### config.mk
export PLATFORM = sky130hd
export DESIGN_NAME = add16_result_acc
export DESIGN_NICKNAME = d
export VERILOG_FILES = /design/src/rtl/add16_acc_pkg.sv /design/src/rtl/add16_valid_delay.sv /design/src/rtl/add16_result_acc.sv
export SDC_FILE = /design/constraint.sdc
export NUM_CORES = 1
export LEC_CHECK = 0
export BUFFER_PORTS_ARGS = -buffer_cell sky130_fd_sc_hd__buf_2
export CAP_MARGIN = 20
export CORE_MARGIN = 1
export CORE_UTILIZATION = 30
export CTS_CLUSTER_DIAMETER = 100
export CTS_CLUSTER_SIZE = 14
export DETAILED_ROUTE_END_ITERATION = 10
export GPL_ROUTABILITY_DRIVEN = 0
export GPL_TIMING_DRIVEN = 0
export MAX_ROUTING_LAYER = met4
export PLACE_DENSITY_LB_ADDON = 0.08
export SYNTH_ARGS = -nofsm -noshare
export SYNTH_HDL_FRONTEND = slang
export SYNTH_SLANG_ARGS = --single-unit
export TNS_END_PERCENT = 1
### constraint.sdc
create_clock -name clk -period 3 [get_ports clk]
set_input_delay 0.15 -clock clk [delete_from_list [all_inputs] [get_ports clk]]
set_output_delay 0.15 -clock clk [all_outputs]
set_load 0.03 [all_outputs]
### src/rtl/add16_acc_pkg.sv
// Shared types and widths for the add16 result accumulator.
// Min/max helpers are used only when ADD16_ACC_MINMAX_EN is defined.
package add16_acc_pkg;

    localparam int ACC_W       = 32;
    localparam int SUM_W       = 16;
    localparam int LATENCY_DEF = 5;

    typedef enum logic [0:0] {
        IDLE  = 1'b0,
        ACCUM = 1'b1
    } state_t;

    function automatic logic [SUM_W-1:0] sum_min(input logic [SUM_W-1:0] a,
                                                 input logic [SUM_W-1:0] b);
        return (a < b) ? a : b;
    endfunction

    function automatic logic [SUM_W-1:0] sum_max(input logic [SUM_W-1:0] a,
                                                 input logic [SUM_W-1:0] b);
        return (a > b) ? a : b;
    endfunction

endpackage

### src/rtl/add16_valid_delay.sv
// LATENCY-deep shift register that realigns the operand-valid strobe
// with the adder output it describes.
module add16_valid_delay #(
    parameter int LATENCY = 5
) (
    input  logic clk,
    input  logic rst_n,
    input  logic i_d,
    output logic o_q
);

    logic [LATENCY-1:0] r_sh;

    generate
        if (LATENCY == 1) begin : g_one
            always_ff @(posedge clk or negedge rst_n) begin
                if (!rst_n) r_sh <= '0;
                else        r_sh <= i_d;
            end
        end else begin : g_many
            always_ff @(posedge clk or negedge rst_n) begin
                if (!rst_n) r_sh <= '0;
                else        r_sh <= {r_sh[LATENCY-2:0], i_d};
            end
        end
    endgenerate

    assign o_q = r_sh[LATENCY-1];

endmodule

### src/rtl/add16_result_acc.sv
// Accumulates WINDOW valid adder sums into a held valid/ready result.
// Define ADD16_ACC_MINMAX_EN to add per-window res_min/res_max outputs.
module add16_result_acc
    import add16_acc_pkg::*;
#(
    parameter int LATENCY    = LATENCY_DEF,
    parameter int WINDOW     = 16,
    parameter int CONTINUOUS = 0
) (
    input  logic             clk,
    input  logic             rst_n,
    input  logic             op_valid,
    input  logic [SUM_W-1:0] sum_in,
    input  logic             start,
    output logic             busy,
    output logic             res_valid,
    input  logic             res_ready,
    output logic [ACC_W-1:0] res_sum,
`ifdef ADD16_ACC_MINMAX_EN
    output logic [SUM_W-1:0] res_min,
    output logic [SUM_W-1:0] res_max,
`endif
    output logic             overrun,
    input  logic             clear_overrun
);

    localparam logic [15:0] CNT_LAST = 16'(WINDOW - 1);

    state_t           r_state;
    logic [ACC_W-1:0] r_acc;
    logic [15:0]      r_cnt;
    logic             r_res_valid;
    logic [ACC_W-1:0] r_res_sum;
    logic             r_overrun;

    logic             w_s_valid;
    logic             w_sample;
    logic             w_done;
    logic             w_load;
    logic [ACC_W-1:0] w_total;

    add16_valid_delay #(.LATENCY(LATENCY)) u_vdly (
        .clk   (clk),
        .rst_n (rst_n),
        .i_d   (op_valid),
        .o_q   (w_s_valid)
    );

    assign w_sample = (r_state == ACCUM) && w_s_valid;
    assign w_done   = w_sample && (r_cnt == CNT_LAST);
    assign w_total  = r_acc + {{(ACC_W-SUM_W){1'b0}}, sum_in};
    // A held, unconsumed result blocks the load; the new total is dropped.
    assign w_load   = w_done && (!r_res_valid || res_ready);

    always_ff @(posedge clk or negedge rst_n) begin
        if (!rst_n) begin
            r_state <= IDLE;
            r_acc   <= '0;
            r_cnt   <= '0;
        end else if (r_state == IDLE) begin
            if (start) begin
                r_state <= ACCUM;
                r_acc   <= '0;
                r_cnt   <= '0;
            end
        end else if (w_done) begin
            r_state <= (CONTINUOUS != 0) ? ACCUM : IDLE;
            r_acc   <= '0;
            r_cnt   <= '0;
        end else if (w_sample) begin
            r_acc <= w_total;
            r_cnt <= r_cnt + 16'd1;
        end
    end

    always_ff @(posedge clk or negedge rst_n) begin
        if (!rst_n) begin
            r_res_valid <= 1'b0;
            r_res_sum   <= '0;
            r_overrun   <= 1'b0;
        end else begin
            if (w_load) begin
                r_res_valid <= 1'b1;
                r_res_sum   <= w_total;
            end else if (r_res_valid && res_ready) begin
                r_res_valid <= 1'b0;
            end
            if (w_done && !w_load)  r_overrun <= 1'b1;
            else if (clear_overrun) r_overrun <= 1'b0;
        end
    end

`ifdef ADD16_ACC_MINMAX_EN
    logic [SUM_W-1:0] r_min;
    logic [SUM_W-1:0] r_max;
    logic [SUM_W-1:0] r_res_min;
    logic [SUM_W-1:0] r_res_max;
    logic [SUM_W-1:0] w_cur_min;
    logic [SUM_W-1:0] w_cur_max;

    // The first sample of a window seeds both trackers.
    assign w_cur_min = (r_cnt == 16'd0) ? sum_in : sum_min(r_min, sum_in);
    assign w_cur_max = (r_cnt == 16'd0) ? sum_in : sum_max(r_max, sum_in);

    always_ff @(posedge clk or negedge rst_n) begin
        if (!rst_n) begin
            r_min     <= '0;
            r_max     <= '0;
            r_res_min <= '0;
            r_res_max <= '0;
        end else begin
            if (w_sample) begin
                r_min <= w_cur_min;
                r_max <= w_cur_max;
            end
            if (w_load) begin
                r_res_min <= w_cur_min;
                r_res_max <= w_cur_max;
            end
        end
    end

    assign res_min = r_res_min;
    assign res_max = r_res_max;
`endif

    assign busy      = (r_state == ACCUM);
    assign res_valid = r_res_valid;
    assign res_sum   = r_res_sum;
    assign overrun   = r_overrun;

endmodule

==> flow_summary_export.csv <==
group,metric,value,unit
worst_setup_path,r2r_end,"r_acc[16]",
worst_setup_path,crit_chain,"ha_1 -> fa_1 -> a21o_1 -> a21boi_1 -> o31ai_2 -> a31oi_2 -> clkbuf_2 -> clkbuf_2 -> nor3_1 -> a21o_1",
synth,ys_seq_area_share,45.5,%
worst_setup_path,worst-r2r-cell-count,10,
synth,yosysUniqueCellTypes,64,
sta,holdWs,21.9,ps
clock_network,insertion_delay,360,ps
die,core_area,15800,sq um
clock_network,h-tree-depth,3,
power,power.leakage,2.59,nW
synth,ys_seq_elements,88,
synth,ys_warn_count,0,
clock_network,cts_buffers,9,
synth,syn_area,4840,sq um
sta,hold_violations,0,
min_path,hp-start,"start",
detailed_routing,via_count,4061,
synth,synth_nets,559,
detailed_routing,post_drt_via_cell_ratio,5.01,
clock_network,root_buffer,"clkbuf_16",
power,internal_power,0.00278,W
detailed_routing,drc,0,
sta,slew-limit-headroom,51.6,%
grt,grt_first_pass_wirelength,21700,microns
sta,setup_viol,0,
grt,grt_max_degree,67,
place,dp_slack,-120,ps
place,port_buffers,56,
detailed_routing,routed_wirelength,13300,microns
worst_setup_path,critPathKind,"reg2reg",
synth,synthTopCellsByArea,"dfrtp_1, nand2_1, ha_1",
cells_and_area,syn_to_final_growth,19.1,%
flow_run,drv_cap,0,
worst_setup_path,r2r_start,"r_acc[0]",
die,die_h,129,microns
power,p_sw,0.00189,W
worst_setup_path,startpoint_type,"flip-flop",
worst_setup_path,critPathSlowestCell,"fa_1",
worst_setup_path,reg2reg_slack,230,ps
power,combinationalPowerShare,41.1,%
worst_setup_path,path_buf_inv,2,
min_path,hp-class,"in2reg",
worst_setup_path,end_kind,"flip-flop",
worst_setup_path,cpPeakStageDelay,410,ps
sta,post-route-period-util,92.4,%
synth,yosys.area.top_type,"dfrtp_1",
power,peakVddDrop,0.000299,V
cells_and_area,final_nets,630,
worst_setup_path,worstPathArrival,3020,ps
power,seqPwrFrac,34.5,%
cells_and_area,drive_gt1_share,17.5,%
power,p_total,0.00467,W
sta,worst_pin_slew,714,ps
power,swShare,40.4,%
clock_network,cts_tree,"built",
synth,synth_top_cells_by_count,"dfrtp_1, nand2_1, o21ai_0, nand3_1, nor2_1",
sta,fin_skew,6.26,ps
die,pin_count,57,
sta,drv_slew,0,
worst_setup_path,critPathMaxFanout,10,
die,num_rows,46,
min_path,hold_path_end,"busy",
clock_network,clk_pin_slew_worst_paths,70,ps
power,pwr-share-clk,24.4,%
sta,max_clock_freq,0.361,GHz
grt,grt_pass1_vias,3956,
detailed_routing,wl_per_cell,16.4,microns
grt,antenna_found_initial,0,
cells_and_area,antenna_cells,0,
die,start_util,30.6,%
synth,synthArstFlopShare,100,%
cells_and_area,fillCellCount,1656,
synth,yosys.area.top_type_share,45.5,%
sta,fin_tns_setup,0,ps
clock_network,cts_buffer_depth,2,
power,powerDensity,809,nW/um^2
min_path,hold_depth,2,
clock_network,clock_sinks,88,
synth,avgSynthCellArea,9.33,sq um
detailed_routing,dr.pass1.iters,4,
sta,grt_setup_unrepaired,"no",
run_status,status,"completed",
worst_setup_path,path_delay_family,"compound AO/OA/AOI/OAI gates",
sta,final.setup.worst_slack,229,ps
grt,grtUsageTotal,17.9,%
die,fp.dieW,129,microns
worst_setup_path,cp_data_required_time,3250,ps
place,hpwl,9680,microns
synth,synth-main-ff-cell,"dfrtp_1",
synth,synth-edff-count,0,
detailed_routing,ant_nets,0,
sta,fin_crit,2770,ps
synth,syn_inst,519,
grt,overflow,0,
die,die_area,16700,sq um
detailed_routing,drtIter0Drc,241,
synth,synth_most_common_cell,"dfrtp_1",
==> worst max path at each step <==
| stage | startpoint | to | slack [ps] | cells after the start |
|---|---|---|---|---|
| after floorplan | r_acc[0] | r_acc[16] | 470 | 10 |
| after global placement | r_acc[0] | r_acc[16] | -140 | 10 |
| after detailed placement | r_acc[0] | r_acc[16] | -120 | 10 |
| final | r_acc[0] | r_acc[16] | 230 | 10 |
| after global routing | r_acc[0] | res_sum[26] | 20 | 10 |
| after CTS | r_acc[0] | r_acc[16] | 10 | 10 |
==> flip-flops by register name (all words and copies together) (netlist names) <==
| register | flops |
|---|---|
| r_cnt | 16 |
| res_sum | 32 |
| overrun | 1 |
| res_valid | 1 |
| r_acc | 32 |
| busy | 1 |
| u_vdly.r_sh | 5 |
==> layout make-up <==
type | count | area [sq um] | area share [%]
buffer | 30 | 148 | 2.56
multi-input combinational | 395 | 2490 | 43.2
timing repair buffer | 60 | 340 | 5.90
clock buffer | 12 | 267 | 4.62
tap | 216 | 270 | 4.68
inverter | 6 | 22.5 | 0.390
sequential | 88 | 2200 | 38.2
clock inverter | 4 | 27.5 | 0.477
==> cells by family (layout without fill, tap and decap cells) <==
family | after synthesis | after routing | share of synthesized area [%]
AO/OA/AOI/OAI | 153 | 153 | 21.0
XOR/XNOR | 28 | 28 | 5.06
adder cells (fa/ha/maj) | 18 | 18 | 4.80
buffers and inverters | 36 | 112 | 3.46
flip-flops | 88 | 88 | 45.5
multiplexers | 2 | 2 | 0.439
AND/OR/NAND/NOR | 194 | 194 | 19.8
==> power groups by stage <==
stage	Combinational [W]	Clock (W)	Sequential [W]
finish	0.00192	0.00114	0.00161
global route	0.00214	0.00120	0.00165
CTS	0.00190	0.00116	0.00161
detailed placement	0.00189	0	0.00163
global placement	0.00188	0	0.00163
floorplan	0.00124	0	0.00177
==> cells in the final DEF, fill, tap and decap left out, types with 6 or more instances in the layout <==
cell type,instances
a21o_1,9
a21oi_1,20
a22o_1,6
a31oi_1,6
and3_1,7
buf_2,63
clkbuf_1,15
clkbuf_16,9
dfrtp_1,88
ha_1,17
inv_1,6
nand2_1,82
nand3_1,30
nand4_1,6
nor2_1,29
nor4_1,6
o211ai_1,13
o21ai_0,33
o21ai_1,23
o31ai_1,7
or4_1,10
xnor2_1,17
xor2_1,11
==> per-layer routing <==
metal	routed length [microns]	GRT usage [%]	vias to the layer above
met5	0	-	-
li1	-	-	2031
met1	6800	25.4	1944
met3	441	2.11	16
met4	248	7.68	0
met2	5820	25.5	70
==> per-stage QoR <==
step	cells	utilization, %	cell area (sq um)
after floorplan	519	-	4840
after global placement	791	34.1	5400
after detailed placement	792	34.3	5430
after CTS	811	36.3	5750
after global routing	811	36.5	5770
final	811	36.5	5770
==> what timing repair did <==
action                                  in CTS  in global routing
hold endpoints to repair                    24                  0
endpoints found under the setup margin      10                 18
setup buffers                                0                  0
hold buffers                                 3                  0
gates resized for setup                      1                  5
gates cloned                                 0                  0
No activity file was read; power rests on OpenSTA's default activity.
